$ cat src/rtl/fetch_unit_if.sv
// Instruction-memory request/acknowledge bus between the fetch stage (master)
// and the instruction memory (slave).
interface fetch_unit_if;
    logic        imem_req;
    logic [31:0] imem_addr;
    logic        imem_ack;
    logic [31:0] imem_rdata;

    modport master (output imem_req, output imem_addr, input imem_ack, input imem_rdata);
    modport slave  (input imem_req, input imem_addr, output imem_ack, output imem_rdata);
endinterface

$ cat src/rtl/fetch_unit.sv
// Instruction-fetch stage: owns the PC, runs one-outstanding req/ack fetches into a
// 2-entry FIFO and feeds the IF/ID register; branch/jump redirects flush the stage.
module fetch_unit #(
    parameter logic [31:0] RESET_PC  = 32'h0000_0000,
    parameter logic [31:0] NOP_INSTR = 32'h0000_0000
) (
    input  logic                clk,
    input  logic                rst,
    input  logic                stall,
    input  logic                branch,
    input  logic [31:0]         br_target,
    input  logic                jump,
    input  logic [31:0]         j_target,
    fetch_unit_if.master        imem,
    output logic [31:0]         if_instr,
    output logic [31:0]         id_instr,
    output logic [31:0]         id_pc4,
    output logic                id_valid
);

    typedef enum logic [1:0] {IDLE, REQ, DROP} state_t;

    typedef struct packed {
        logic [31:0] instr;
        logic [31:0] pc;
    } fifo_entry_t;

    state_t      state_q, state_d;
    logic [31:0] pc_q, pc_d;
    logic        req_q, req_d;
    logic [31:0] addr_q, addr_d;
    fifo_entry_t fifo_q [2];
    fifo_entry_t fifo_d [2];
    logic [1:0]  count_q, count_d;
    logic [31:0] id_instr_q, id_instr_d;
    logic [31:0] id_pc4_q, id_pc4_d;
    logic        id_valid_q, id_valid_d;

    logic        redirect;
    logic [31:0] target;
    logic        push;
    logic        pop;
    logic [1:0]  slot;
    fifo_entry_t head;
    fifo_entry_t incoming;

    function automatic logic [31:0] align(input logic [31:0] a);
        return {a[31:2], 2'b00};
    endfunction

    assign redirect = ~stall & (jump | branch);
    assign target   = jump ? j_target : br_target;
    assign push     = (state_q == REQ) & imem.imem_ack & ~redirect;
    assign pop      = ~stall & (count_q != 2'd0);
    assign head     = fifo_q[0];
    assign incoming = '{instr: imem.imem_rdata, pc: addr_q};

    // FIFO occupancy and storage: entry 0 is always the head, a pop shifts down.
    always_comb begin
        // NOTE: every always_comb target gets its hold value first so no path leaves it unassigned (no latch).
        fifo_d[0] = fifo_q[0];
        fifo_d[1] = fifo_q[1];
        slot      = count_q - {1'b0, pop};
        if (redirect) begin
            count_d = 2'd0;
        end else begin
            count_d = count_q + {1'b0, push} - {1'b0, pop};
            if (pop) begin
                fifo_d[0] = fifo_q[1];
            end
            if (push) begin
                fifo_d[slot[0]] = incoming;
            end
        end
    end

    always_comb begin
        id_instr_d = id_instr_q;
        id_pc4_d   = id_pc4_q;
        id_valid_d = id_valid_q;
        if (redirect) begin
            id_instr_d = NOP_INSTR;
            id_pc4_d   = 32'h0;
            id_valid_d = 1'b0;
        end else if (!stall) begin
            id_instr_d = (count_q != 2'd0) ? head.instr : NOP_INSTR;
            id_pc4_d   = head.pc + 32'd4;
            id_valid_d = (count_q != 2'd0);
        end
    end

    // Fetch FSM: a new request is only issued when the FIFO will have room for its word.
    always_comb begin
        state_d = state_q;
        pc_d    = pc_q;
        req_d   = req_q;
        addr_d  = addr_q;
        unique case (state_q)
            IDLE: begin
                if (redirect) begin
                    pc_d    = target;
                    req_d   = 1'b1;
                    addr_d  = align(target);
                    state_d = REQ;
                end else if (count_d <= 2'd1) begin
                    req_d   = 1'b1;
                    addr_d  = align(pc_q);
                    state_d = REQ;
                end
            end
            REQ: begin
                if (imem.imem_ack) begin
                    if (redirect) begin
                        pc_d   = target;
                        addr_d = align(target);
                    end else begin
                        pc_d = addr_q + 32'd4;
                        if (count_d <= 2'd1) begin
                            addr_d = addr_q + 32'd4;
                        end else begin
                            req_d   = 1'b0;
                            state_d = IDLE;
                        end
                    end
                end else if (redirect) begin
                    pc_d    = target;
                    state_d = DROP;
                end
            end
            DROP: begin
                // The in-flight word belongs to the killed path; reissue at the newest PC.
                if (redirect) begin
                    pc_d = target;
                end
                if (imem.imem_ack) begin
                    addr_d  = align(redirect ? target : pc_q);
                    state_d = REQ;
                end
            end
            default: begin
                state_d = IDLE;
                req_d   = 1'b0;
            end
        endcase
    end

    always_ff @(posedge clk or posedge rst) begin
        if (rst) begin
            state_q    <= IDLE;
            pc_q       <= RESET_PC;
            req_q      <= 1'b0;
            addr_q     <= RESET_PC;
            count_q    <= 2'd0;
            // NOTE: the two FIFO entries are reset too; they are tiny and it keeps id_pc4 deterministic.
            fifo_q[0]  <= '0;
            fifo_q[1]  <= '0;
            id_instr_q <= NOP_INSTR;
            id_pc4_q   <= 32'h0;
            id_valid_q <= 1'b0;
        end else begin
            state_q    <= state_d;
            pc_q       <= pc_d;
            req_q      <= req_d;
            addr_q     <= addr_d;
            count_q    <= count_d;
            fifo_q[0]  <= fifo_d[0];
            fifo_q[1]  <= fifo_d[1];
            id_instr_q <= id_instr_d;
            id_pc4_q   <= id_pc4_d;
            id_valid_q <= id_valid_d;
        end
    end

    assign imem.imem_req  = req_q;
    assign imem.imem_addr = addr_q;
    assign if_instr       = (count_q != 2'd0) ? head.instr : NOP_INSTR;
    assign id_instr       = id_instr_q;
    assign id_pc4         = id_pc4_q;
    assign id_valid       = id_valid_q;

endmodule

$ cat src/flat_wrapper.sv
// flat-port wrapper written by rule: the top's interface ports become plain ports
module fetch_unit_flat 
#(
    parameter logic [31:0] RESET_PC  = 32'h0000_0000,
    parameter logic [31:0] NOP_INSTR = 32'h0000_0000
)
  (clk, rst, stall, branch, br_target, jump, j_target, if_instr, id_instr, id_pc4, id_valid, imem_imem_req, imem_imem_addr, imem_imem_ack, imem_imem_rdata);
  fetch_unit_if imem_i ();
  input  logic clk;
  input  logic rst;
  input  logic stall;
  input  logic branch;
  input  logic [31:0] br_target;
  input  logic jump;
  input  logic [31:0] j_target;
  output logic [31:0] if_instr;
  output logic [31:0] id_instr;
  output logic [31:0] id_pc4;
  output logic id_valid;
  output wire logic [$bits(imem_i.imem_req)-1:0] imem_imem_req;
  output wire logic [$bits(imem_i.imem_addr)-1:0] imem_imem_addr;
  input wire logic [$bits(imem_i.imem_ack)-1:0] imem_imem_ack;
  input wire logic [$bits(imem_i.imem_rdata)-1:0] imem_imem_rdata;
  assign imem_imem_req = imem_i.imem_req;
  assign imem_imem_addr = imem_i.imem_addr;
  assign imem_i.imem_ack = imem_imem_ack;
  assign imem_i.imem_rdata = imem_imem_rdata;
  fetch_unit #(.RESET_PC(RESET_PC), .NOP_INSTR(NOP_INSTR)) u_core (.clk(clk), .rst(rst), .stall(stall), .branch(branch), .br_target(br_target), .jump(jump), .j_target(j_target), .imem(imem_i), .if_instr(if_instr), .id_instr(id_instr), .id_pc4(id_pc4), .id_valid(id_valid));
endmodule
$ cat config.mk
export PLATFORM = sky130hd
export DESIGN_NAME = fetch_unit_flat
export DESIGN_NICKNAME = d
export VERILOG_FILES = /design/src/rtl/fetch_unit_if.sv /design/src/rtl/fetch_unit.sv /design/src/flat_wrapper.sv
export SDC_FILE = /design/constraint.sdc
export NUM_CORES = 1
export LEC_CHECK = 0
export ABC_AREA = 0
export CAP_MARGIN = 30
export CORE_MARGIN = 1.5
export CORE_UTILIZATION = 57
export CTS_CLUSTER_SIZE = 8
export DETAILED_ROUTE_END_ITERATION = 6
export PLACE_DENSITY_LB_ADDON = 0.3
export SYNTH_ARGS = -nofsm -noshare
export SYNTH_HDL_FRONTEND = slang
export SYNTH_SLANG_ARGS = --single-unit
$ cat constraint.sdc
create_clock -name clk -period 25.9 [get_ports clk]
set_clock_uncertainty 0.05 [all_clocks]
set_input_delay 5.18 -clock clk [delete_from_list [all_inputs] [get_ports clk]]
set_output_delay 5.18 -clock clk [all_outputs]
set_load 0.03 [all_outputs]
# Word level (Yosys, flattened, before mapping)
# Index checks and enable logic that the tools add are counted.
# word_totals
ff_bits	262
out_inout_bits	130
word_cells	91
# classes
addsub	5
n_lt_le_gt_ge	3
eq_ne	12
mux	40
n_bitwise	9
reduce_logical	10
# op_table
op	count
two-way mux 32 bit	15
two-way mux 64 bit	3
bitwise mux 128 bit	1
two-way mux 128 bit	1
case mux 32 bit (3 select lines)	1
adder 32 x 3 -> 32 bit (second input constant)	2
demux 64 bit (select 1 bit)	1
case mux 32 bit (2 select lines)	1
two-way mux 2 bit	8
AND reduction 5 bit	3
!= test 3 x 2 -> 1 bit (second input constant)	3
!= test 2 bit (second input constant)	4
two-way mux 1 bit	7
case mux 2 bit (3 select lines)	1
bitwise AND 1 bit	4
nonzero test 2 bit	2
!= test 3 x 1 -> 1 bit (second input constant)	1
!= test 3 bit (second input constant)	1
inverter 1 bit	3
case mux 1 bit (3 select lines)	1
nonzero test 3 bit	1
adder 2 x 1 -> 2 bit	1
equality test 2 x 1 -> 1 bit (second input constant)	1
equality test 2 bit (second input constant)	1
12 further kinds	12

# Logic depth before layout (Yosys ltp)
# logic_depth
word_depth	12
mapped_depth	15
ltp_nobuf	11

# Least setup slack after synthesis
# No wires, ideal clock.
# synth_timing
kind	input port to flip-flop
startpoint	input stall
endpoint	register u_core.addr_q[22] (netlist: u_core.imem.imem_addr[22])
setup_time_ns	0.087
arrival_ns	8.022
t_required_ns	25.763
setup_slack_ns	17.741
stages	14
path_buffers	6
path_cell_list	clkbuf_1 > o21ba_2 > clkbuf_1 > clkbuf_1 > buf_1 > nor2_1 > ha_1 > xnor3_1 > nor2_1 > a211oi_1 > buf_2 > clkbuf_1 > nand2_1 > o211ai_1
# synth_between
elab_chain_len	10
# synth_rtl
element	line	text
start: declaration	flat_wrapper.sv:11	input logic stall;
inverter 1 bit *	fetch_unit.sv:51, fetch_unit.sv:54	
bitwise AND 1 bit	fetch_unit.sv:51	assign redirect = ~stall & (jump | branch);
inverter 1 bit (no line)	n/a	
bitwise AND 1 bit	fetch_unit.sv:53	assign push = (state_q == REQ) & imem.imem_ack & ~redirect;
adder 2 x 1 -> 2 bit	fetch_unit.sv:67	count_d = count_q + {1'b0, push} - {1'b0, pop};
subtractor 2 x 1 -> 2 bit	fetch_unit.sv:67	
two-way mux 2 bit *	fetch_unit.sv:64	if (redirect) begin
net u_core.count_d[1]	fetch_unit.sv:34	logic [1:0] count_q, count_d;
less-or-equal comparator 2 x 1 -> 1 bit *	fetch_unit.sv:105, fetch_unit.sv:118	
!= test 3 x 2 -> 1 bit (no line) or != test 3 x 1 -> 1 bit (tied branches)	n/a	
AND reduction 5 bit (no line) *	n/a	
end signal: assignment	fetch_unit.sv:164	addr_q <= addr_d;
end: declaration	fetch_unit.sv:31	logic [31:0] addr_q, addr_d;
# Mark *: on every way through the listed nets, which the timed path passes. The rest lies on a longest branch. The select of a mux whose other input is x is not followed.
# A chain may end at the register's enable or synchronous reset.

# Final worst setup path
# layout_timing
startpoint	input stall
endpoint	register u_core.addr_q[19] (netlist: u_core.imem.imem_addr[19])
# Same word-level chain as after synthesis.

==> results.sh <==
export IMPL_status="finished clean"
export IMPL_layout_nets=1609
export IMPL_cts_sinks=256
export IMPL_grt_max_degree=118
export IMPL_gr_usage_met2=0.457
export IMPL_worstPathRequired_ns=26.24
export IMPL_routedWlPerCell_um=19.0
export IMPL_synth_cells=1324
export IMPL_root_buffer="clkbuf_16"
export IMPL_path_clk_slew_ns=0.05
export IMPL_p_per_area_nw_per_um2=120
export IMPL_async_reset_ff_frac=1.00
export IMPL_die_area_um2=23900
export IMPL_critical_path_class="in2reg"
export IMPL_yosysUniqueCellTypes=70
export IMPL_power_leakage_nw=6.90
export IMPL_finalWirelength_um=34000
export IMPL_synth_edf_count=0
export IMPL_seq_area_frac_synth=0.488
export IMPL_ys_flop_type="dfrtp_1"
export IMPL_fin_setup_tns_ns=0
export IMPL_rsz0062_at_grt="no"
export IMPL_start_util=0.579
export IMPL_yosysTopAreaCell="dfrtp_1"
export IMPL_place_area_um2=15500
export IMPL_clk_path_buf_depth=3
export IMPL_antenna_found_initial=0
export IMPL_critPathLaunchType="input pin"
export IMPL_yosys_top_cells_count="256 x dfrtp_1, 156 x nor2_1, 101 x a21oi_1"
export IMPL_cp_max_fo=72
export IMPL_dr_pass1_iters=5
export IMPL_diodes=0
export IMPL_grtUsageTotal=0.283
export IMPL_place_gp_congestion=0.909
export IMPL_dp_hpwl_um=22000
export IMPL_overflow=0
export IMPL_io_buffers=225
export IMPL_vias=11000
export IMPL_worst_pin_slew_ns=1.05
export IMPL_post_cts_resized=0
export IMPL_drv_slew=0
export IMPL_yosysMostFrequentCell="dfrtp_1"
export IMPL_nFillCells=1592
export IMPL_final_area_um2=16500
export IMPL_report_final_hold_viol_count=0
export IMPL_synthToLayoutAreaGrowth_pct=25.4
export IMPL_worst_slack_ns=16.90
export IMPL_synthesis_area_um2=13100
export IMPL_drc=0
export IMPL_postSynthAreaPerCell_um2=9.91
export IMPL_core_um2=22600
export IMPL_grt_pass1_vias=10500
export IMPL_vias_per_cell=6.14
export IMPL_drt_iter0_drc=1025
export IMPL_grt_met3_usage=0.0440
export IMPL_ys_warn_count=0
export IMPL_cts_tree="built"
export IMPL_drive_above_1_share=0.102
export IMPL_die_x_um=155
export IMPL_maxCapViolCount=0
export IMPL_cts_hold_buf=0
export IMPL_h_tree_depth=2
export IMPL_pre_cts_ws_ns=16.44
export IMPL_clkLatencyLatePin_ns=0.52
export IMPL_slew_headroom=0.298
export IMPL_max_freq_mhz=111
export IMPL_rows=55
export IMPL_cts_buffers=37
export IMPL_min_period_ns=9.00
export IMPL_cts_setup_buffers=0
export IMPL_synth_top_area_frac=0.488
export IMPL_antenna_left=0
export IMPL_crit_path_end_kind="flop"
export IMPL_synth_area_leaders="dfrtp_1 49%, mux2_2 6.1%, mux2i_1 5.4%"
export IMPL_post_route_period_util=0.348
export IMPL_grt_first_pass_wirelength_um=54400
export IMPL_arrival_ns=9.34
export IMPL_dieHeight_um=155
export IMPL_ir_drop_uv=91.5
export IMPL_finalSetupViolations=0
export IMPL_io_pins=232
export IMPL_hold_path_class="reg2reg"
export IMPL_top_usage_layer="met2"
export IMPL_use_met1=0.391
export IMPL_ys_ff_latch=256
-- final timing paths --
kind                                                          to                          start  cells after the start  slack [ns]
min in group asynchronous          u_core.fifo_q[56]$_DFFE_PP0P_                            rst                      2        5.16
max reg2reg                u_core.imem.imem_addr[19]$_DFFE_PP0P_    u_core.count_q[0]$_DFF_PP0_                     12       21.07
max                        u_core.imem.imem_addr[19]$_DFFE_PP0P_                          stall                     13       16.90
min reg2reg                        u_core.id_pc4[15]$_DFFE_PP0P_  u_core.id_pc4[15]$_DFFE_PP0P_                      2        0.42
max in group asynchronous          u_core.fifo_q[59]$_DFFE_PP0P_                            rst                      3       19.20
min                                u_core.id_pc4[15]$_DFFE_PP0P_  u_core.id_pc4[15]$_DFFE_PP0P_                      2        0.42
-- logic make-up (layout without fill, tap and decap cells) --
family,after synthesis,after routing,share of synthesized area
adders and majority gates,8,8,0.00763
muxes,142,142,0.115
other,1,2,0.000286
and+or+nand+nor,431,431,0.160
xor gates and xnor gates,40,40,0.0278
AOI/OAI and AO/OA,326,326,0.163
DFF,256,256,0.488
buffers and inverters,120,295,0.0377
-- sequential cells by signal, summed over array words and instances (netlist names) --
signal and count:
u_core.imem.imem_addr 30, u_core.state_q 2, u_core.pc_q 30, u_core.count_q 2, u_core.id_valid 1, u_core.imem.imem_req 1, u_core.id_instr 32, u_core.id_pc4 32
u_core.fifo_q 126
-- report_power, final --
| part | internal [mW] | total (mW) | switching, mW |
|---|---|---|---|
| Clock | 0.253 | 0.417 | 0.165 |
| Combinational | 0.362 | 0.825 | 0.462 |
| Sequential | 0.560 | 0.727 | 0.167 |
-- area by class of cell --
cell class                 count  area [um^2]  area share
sequential                   256         6410       0.389
inverter                      15         63.8     0.00388
timing repair buffer         240         2390       0.146
clock buffer                  37          926      0.0563
clock inverter                 3         37.5     0.00228
tap                          285          357      0.0217
multi-input combinational    949         6270       0.381
-- layer usage --
metal	up-vias	part of all wire
met5	-	0
met4	0	0.023
met3	68	0.073
met2	461	0.48
met1	5341	0.42
li1	5093	-
-- cell usage in the layout (no fill, tap or decap), types with 6 or more instances in the layout --
cell,synthesis,layout
nand3_1,28,28
o31a_1,6,6
and3_1,10,10
clkdlybuf4s50_1,0,223
inv_1,15,14
a22o_1,32,32
ha_1,8,8
nor2b_1,38,37
nor4_1,12,12
nand4_1,15,15
nor2_1,156,154
o21ai_0,71,69
o22a_1,28,28
a31oi_1,13,13
dfrtp_1,256,256
xnor2_1,23,23
nor3_1,31,31
mux2_2,71,71
mux2i_1,71,71
o22ai_1,6,6
buf_4,4,13
and4_1,8,8
o31ai_1,12,12
xor2_1,16,16
o211ai_1,6,6
nand2_1,94,94
a21oi_1,101,101
clkbuf_16,0,37
o41ai_1,7,7
a211oi_1,8,7
and2_1,8,8
-- metrics by stage --
step / hold slack, ns / cells / power [mW] / util
after global routing: 0.457 / 1785 / 2.07 / 0.727
after global placement: 0.412 / 1743 / 1.50 / 0.682
after CTS: 0.433 / 1784 / 1.97 / 0.725
after detailed placement: 0.424 / 1744 / 1.54 / 0.683
final: 0.423 / 1785 / 1.97 / 0.727
after floorplan: 0.400 / 1325 / 1.25 / -
-- worst max-delay path, stage by stage --
cell     delay [ns]
buf_2          0.08
buf_4          0.62
or2_2          0.60
inv_1          0.11
ha_1           0.30
inv_1          0.06
ha_1           0.14
xnor3_1        0.26
nor2_1         0.43
a211o_1        0.68
buf_4          0.40
nor2_1         0.10
a221o_1        0.32
Note: power is estimated with default switching activity, not from simulation.
